<file path="config.mk">
export PLATFORM = sky130hd
export DESIGN_NAME = serial_subtractor
export DESIGN_NICKNAME = d
export VERILOG_FILES = /design/src/rtl/serial_subtractor.sv
export SDC_FILE = /design/constraint.sdc
export NUM_CORES = 1
export LEC_CHECK = 0
export ABC_AREA = 1
export CAP_MARGIN = 20
export CORE_AREA = 2 2 61 63
export CTS_BUF_LIST = sky130_fd_sc_hd__clkbuf_8
export DETAILED_ROUTE_END_ITERATION = 10
export DIE_AREA = 0 0 63 65
export GPL_TIMING_DRIVEN = 0
export PLACE_DENSITY = 0.81
export SYNTH_ARGS = -nofsm -noshare
export SYNTH_HDL_FRONTEND = slang
export SYNTH_SLANG_ARGS = --single-unit
</file>
<file path="constraint.sdc">
create_clock -name clk -period 1.7 [get_ports clk]
set_clock_uncertainty 0.1 [all_clocks]
set_input_delay 0.34 -clock clk [delete_from_list [all_inputs] [get_ports clk]]
set_output_delay 0.34 -clock clk [all_outputs]
set_load 0.05 [all_outputs]
</file>
<file path="src/rtl/serial_subtractor.sv">
`default_nettype none
// ============================================================================
// Module      : serial_subtractor
// Description : Bit-serial N-bit subtractor computing a - b - bin, LSB first,
//               one bit per clock through a single full-subtractor cell with
//               a registered borrow. start/done handshake, borrow chaining,
//               unsigned borrow-out and signed overflow flags.
// Revision    : 1.0 - initial release
// ============================================================================
module serial_subtractor #(
    parameter int WIDTH = 8
) (
    input  logic             clk,
    input  logic             rst,
    input  logic             start,
    input  logic [WIDTH-1:0] a,
    input  logic [WIDTH-1:0] b,
    input  logic             bin,
    output logic             busy,
    output logic             done,
    output logic [WIDTH-1:0] diff,
    output logic             bout,
    output logic             ovf
);

    // A counter of at least one bit keeps WIDTH=1 legal.
    localparam int               c_cnt_w = (WIDTH > 1) ? $clog2(WIDTH) : 1;
    localparam logic [c_cnt_w-1:0] c_last = c_cnt_w'(WIDTH - 1);

    typedef enum logic [0:0] {
        S_IDLE  = 1'b0,
        S_SHIFT = 1'b1
    } state_t;

    state_t             r_state;
    logic [WIDTH-1:0]   r_a_sr;
    logic [WIDTH-1:0]   r_b_sr;
    logic [WIDTH-1:0]   r_res_sr;
    logic               r_br;
    logic [c_cnt_w-1:0] r_cnt;
    logic               r_a_msb;
    logic               r_b_msb;
    logic               r_busy;
    logic               r_done;
    logic [WIDTH-1:0]   r_diff;
    logic               r_bout;
    logic               r_ovf;

    logic               w_x;
    logic               w_y;
    logic               w_d;
    logic               w_br_nxt;
    logic [WIDTH-1:0]   w_res_nxt;
    logic               w_ovf_nxt;

    // Full-subtractor cell on the current LSBs plus the result shift-in.
    // The new bit enters at the MSB so after WIDTH shifts the LSB-first
    // stream sits in its natural position; written as a shift/or so the
    // same expression holds for WIDTH=1.
    always_comb begin
        w_x       = r_a_sr[0];
        w_y       = r_b_sr[0];
        w_d       = w_x ^ w_y ^ r_br;
        w_br_nxt  = (~w_x & w_y) | (~(w_x ^ w_y) & r_br);
        w_res_nxt = (r_res_sr >> 1) | (WIDTH'(w_d) << (WIDTH - 1));
        // On the last bit w_d is the result MSB.
        w_ovf_nxt = (r_a_msb ^ r_b_msb) & (w_d ^ r_a_msb);
    end

    // Control FSM, datapath shift registers and registered outputs.
    always_ff @(posedge clk) begin
        if (rst) begin
            r_state  <= S_IDLE;
            r_a_sr   <= '0;
            r_b_sr   <= '0;
            r_res_sr <= '0;
            r_br     <= 1'b0;
            r_cnt    <= '0;
            r_a_msb  <= 1'b0;
            r_b_msb  <= 1'b0;
            r_busy   <= 1'b0;
            r_done   <= 1'b0;
            r_diff   <= '0;
            r_bout   <= 1'b0;
            r_ovf    <= 1'b0;
        end else begin
            r_done <= 1'b0;
            case (r_state)
                S_IDLE: begin
                    if (start) begin
                        r_a_sr  <= a;
                        r_b_sr  <= b;
                        r_br    <= bin;
                        r_cnt   <= '0;
                        r_a_msb <= a[WIDTH-1];
                        r_b_msb <= b[WIDTH-1];
                        r_busy  <= 1'b1;
                        r_state <= S_SHIFT;
                    end
                end
                S_SHIFT: begin
                    r_a_sr   <= r_a_sr >> 1;
                    r_b_sr   <= r_b_sr >> 1;
                    r_res_sr <= w_res_nxt;
                    r_br     <= w_br_nxt;
                    r_cnt    <= r_cnt + 1'b1;
                    if (r_cnt == c_last) begin
                        // Publish the whole word at once; diff never shows
                        // a partially shifted result.
                        r_diff  <= w_res_nxt;
                        r_bout  <= w_br_nxt;
                        r_ovf   <= w_ovf_nxt;
                        r_done  <= 1'b1;
                        r_busy  <= 1'b0;
                        r_state <= S_IDLE;
                    end
                end
                default: begin
                    r_state <= S_IDLE;
                    r_busy  <= 1'b0;
                end
            endcase
        end
    end

    assign busy = r_busy;
    assign done = r_done;
    assign diff = r_diff;
    assign bout = r_bout;
    assign ovf  = r_ovf;

endmodule
`default_nettype wire

</file>
==> metrics.md, run 1 <==
| Metric | Value |
|---|---|
| Outcome | `complete, no violations` |
| Post-placement cell area | `0.002118 sq mm` |
| Dominant register cell in the synthesized netlist | `dfxtp_1` |
| Cell type of the slowest stage on the worst timing path | `dlygate4sd2_1` |
| Number of flip-flops and latches in the synthesized netlist | `42` |
| TritonCTS Buffers | `5` |
| Startpoint type of the worst setup path | `flop` |
| Fraction of the cycle the final worst path needs | `93.91%` |
| Final number of setup-violating endpoints | `0` |
| All-layer global routing usage | `approximately 18%` |
| Critical path type | `reg -> out` |
| Number of enable flip-flop cells after synthesis | `0` |
| Sw Ratio | `approximately a quarter` |
| Leakage power summed over all cells | `between 1 and 1.5 nW` |
| TritonCTS clock tree | `built` |
| Total area of multi-input combinational cells | `approximately 700 sq um` |
| Share of synthesized registers carrying an async set or reset | `0%` |
| Final ANT Viol Nets | `0` |
| Final number of max-transition violations | `0` |
| Post-synth top area share | `47.83%` |
| Setup bufs post-CTS | `0` |
| Sink Count | `42` |
| Share of power burned in registers | `a little over half` |
| Initial antenna violation count | `0` |
| Number of nets in the final layout | `between 200 and 300` |
| Most frequent cells in the layout | `72 x nand2_1, 42 x dfxtp_1, 31 x nand3_1` |
| Final Routed Wirelength | `roughly 3200 microns` |
| P_sw | `0.4778 mW` |
| Yosys cell types | `21` |
| Highest ir drop seen on vdd | `about 0.56 mV` |
| Combinational Power Share | `12.8%` |
| Latest clock arrival within the worst-skew pair | `approximately 0.30 ns` |
| Fraction of the core area covered by cells at the end of the flow | `between 60% and 70%` |
| CP delay by family, top | `buffers and inverters` |
| Endpoint class of the critical path | `primary output` |
| Average footprint of a synthesized cell | `7.577 sq um` |
| Overflow after GRT | `0` |
| Slowest Stage Delay on Critical Path | `approximately 0.53 ns` |
| Avg Vias per Cell | `4.619` |
| Root Driver | `clkbuf_8` |
| FF/Latch Area | `between 800 and 900 sq um` |
| Arrival time of data at the critical path endpoint | `1.16 ns` |
| Count of endpoints failing hold in the final timing report | `0` |
| Horiz. Die Dim | `63 microns` |
| DIE AREA | `about 0.0041 sq mm` |
| Core Area | `between 0.003 and 0.004 sq mm` |
| DRC violation count after routing | `0` |
| Total number of vias | `1469` |
| Vias in the first global route | `between 1000 and 1500` |
| Max-cap violations | `0` |
| Most common cell after layout, fill and taps aside | `nand2_1` |
| Clock network fraction of total power | `about a third` |
| Syn. warnings | `0` |
| Cell types occupying the most area after synthesis | `dfxtp_1 48%, nand2_1 15%, nand3_1 8.8%, inv_1 5.8%, a21oi_1 4.3%` |
| Clock Path Buffers | `2` |
| Number of cells upsized or downsized after cts | `12` |
| Starting Density | `around half` |
| Cell Area, Synth | `roughly 0.0018 sq mm` |
| Gpl congestion | `0.7910` |
| Ant. Diodes | `0` |
| Total buffers and inverters traversed by the critical path | `1` |
| Hold_buf cts | `0` |
| H-tree depth | `2` |
| Worst min-delay path class | `in -> reg` |
| Row Count | `22` |
| Number of cells in the design after placement | `310` |
| Internal power component | `roughly 1.5 mW` |
| Minimum clock period | `about 1.6 ns` |
| Worst slack on hold paths | `between 0.3 and 0.4 ns` |
| Estimated wirelength of the detail-placed design | `~2300 microns` |
| Number of top-level design ports | `32` |
| Largest net degree at the start of global routing | `13` |
| Net Count, Synth | `256` |
| Transition time of the tightest slew-check pin | `between 0.4 and 0.5 ns` |
| Global-route wire length before repair | `just under 6000 microns` |
| Clock transition at the register clock pins on the worst setup and hold paths after CTS | `~0.080 ns` |
| Highest achievable clock rate | `around 630 MHz` |
| Largest area contributor in the synthesized netlist | `dfxtp_1` |
| CP Data Required Time | `1.26 ns` |
| Non-Filler Cell Area, Final | `around 0.0022 sq mm` |
| Worst reg-to-reg setup slack | `slightly below 0.3 ns` |
| RSZ-0062 raised after global routing | `no` |
| Share of post-route cells with drive strength above 1 | `10.00%` |
| Drt first-iter violations | `slightly below 60` |
| Wire per inst | `around 10 microns` |
| Count of buffers from port buffering | `30` |
| Number of search-and-repair iterations in the first detailed-routing pass | `4` |
| Critical path fanouts, max | `2` |
| Portion of the post-synthesis area used by sequential elements | `a little under half` |
| Number of non-filler instances in the completed layout | `around 320` |
| Die Height | `approximately 65 microns` |
| Cells along the critical path | `dlygate4sd2_1` |
| Layout overhead on the synthesized area | `24.84%` |
| Filler cell count in the final layout | `between 300 and 400` |
| Power density over the cells | `slightly below 900 mW/mm^2` |
| Syn Inst Count | `about 230` |
| Remaining max-slew budget at the tightest pin | `67.03%` |
-- registers in the layout, summed over array words and instances (netlist names) --
register  count
diff          8
r_a_sr        8
r_b_sr        8
r_res_sr      7
r_cnt         3
bout          1
busy          1
done          1
ovf           1
r_a_msb       1
r_b_msb       1
r_br          1
r_state       1
-- cells in the mapped netlist (2+ instances only) --
library cell / number
nand2_1: 72
o21ai_1: 8
buf_4: 4
nand3_1: 31
a21oi_1: 15
buf_2: 3
nand2_2: 2
dfxtp_1: 42
o21ai_0: 8
inv_2: 3
inv_1: 27
ha_1: 3
nor2_1: 3
buf_6: 4
-- layout make-up --
class	count	share of cell area, %
timing repair buffer	30	13.00
multi-input combinational	147	32.10
tap	48	2.737
sequential	42	38.31
clock inverter	2	0.3991
inverter	31	5.416
clock buffer	6	3.763
buffer	12	4.276
-- metal layers --
| layer | GRT usage, % | part of all wire [%] |
|---|---|---|
| met5 | 0 | 0 |
| met4 | 7.500 | 2.2 |
| met3 | 5.208 | 5.3 |
| met2 | 30.32 | 46 |
| met1 | 21.68 | 46 |
-- final timing paths --
path,end,depth (start not counted),from
worst min-delay path,busy,3,start
worst max register to register,bout,7,r_cnt[0]
worst max-delay path,diff[5],1,diff[5]
worst min register to register,diff[0],2,diff[0]
-- cell families (layout without fill, tap and decap cells) --
logic type | Yosys count | count (layout) | share of synthesized area [%]
fa+ha+maj | 4 | 4 | 3.274
buf+inv | 43 | 81 | 12.10
flops | 42 | 42 | 47.83
simple gates | 112 | 112 | 27.97
compound gates | 31 | 31 | 8.826
-- per-stage QoR --
step | setup slack (ns) | total power, mW | TNS (ns)
4_1_cts | 0.08541 | 1.956 | 0
2_1_floorplan | 0.4181 | 1.239 | 0
3_5_place_dp | -0.04488 | 1.326 | -0.2793
3_3_place_gp | 0.01873 | 1.321 | 0
5_1_grt | 0.03569 | 2.051 | 0
6_report | 0.1036 | 1.942 | 0
-- power by group through the flow --
stage / registers, mW / clock network, mW / logic, mW
final: 1.05 / 0.643 / 0.249
after global placement: 1.07 / 0 / 0.248
after CTS: 1.05 / 0.654 / 0.252
after detailed placement: 1.07 / 0 / 0.252
after floorplan: 1.08 / 0 / 0.163
after global routing: 1.06 / 0.713 / 0.283
Note: power is estimated with default switching activity, not from simulation.
==> run 2: changes to the inputs <==
--- a/config.mk
+++ b/config.mk
@@ -9,6 +9,7 @@
 export CAP_MARGIN = 20
 export CORE_AREA = 2 2 61 63
 export CTS_BUF_LIST = sky130_fd_sc_hd__clkbuf_8
+export CTS_CLUSTER_DIAMETER = 150
 export DETAILED_ROUTE_END_ITERATION = 10
 export DIE_AREA = 0 0 63 65
 export GPL_TIMING_DRIVEN = 0
==> results of run 2 <==
No change in the layout: final DEF, timing and power equal those of run 1.
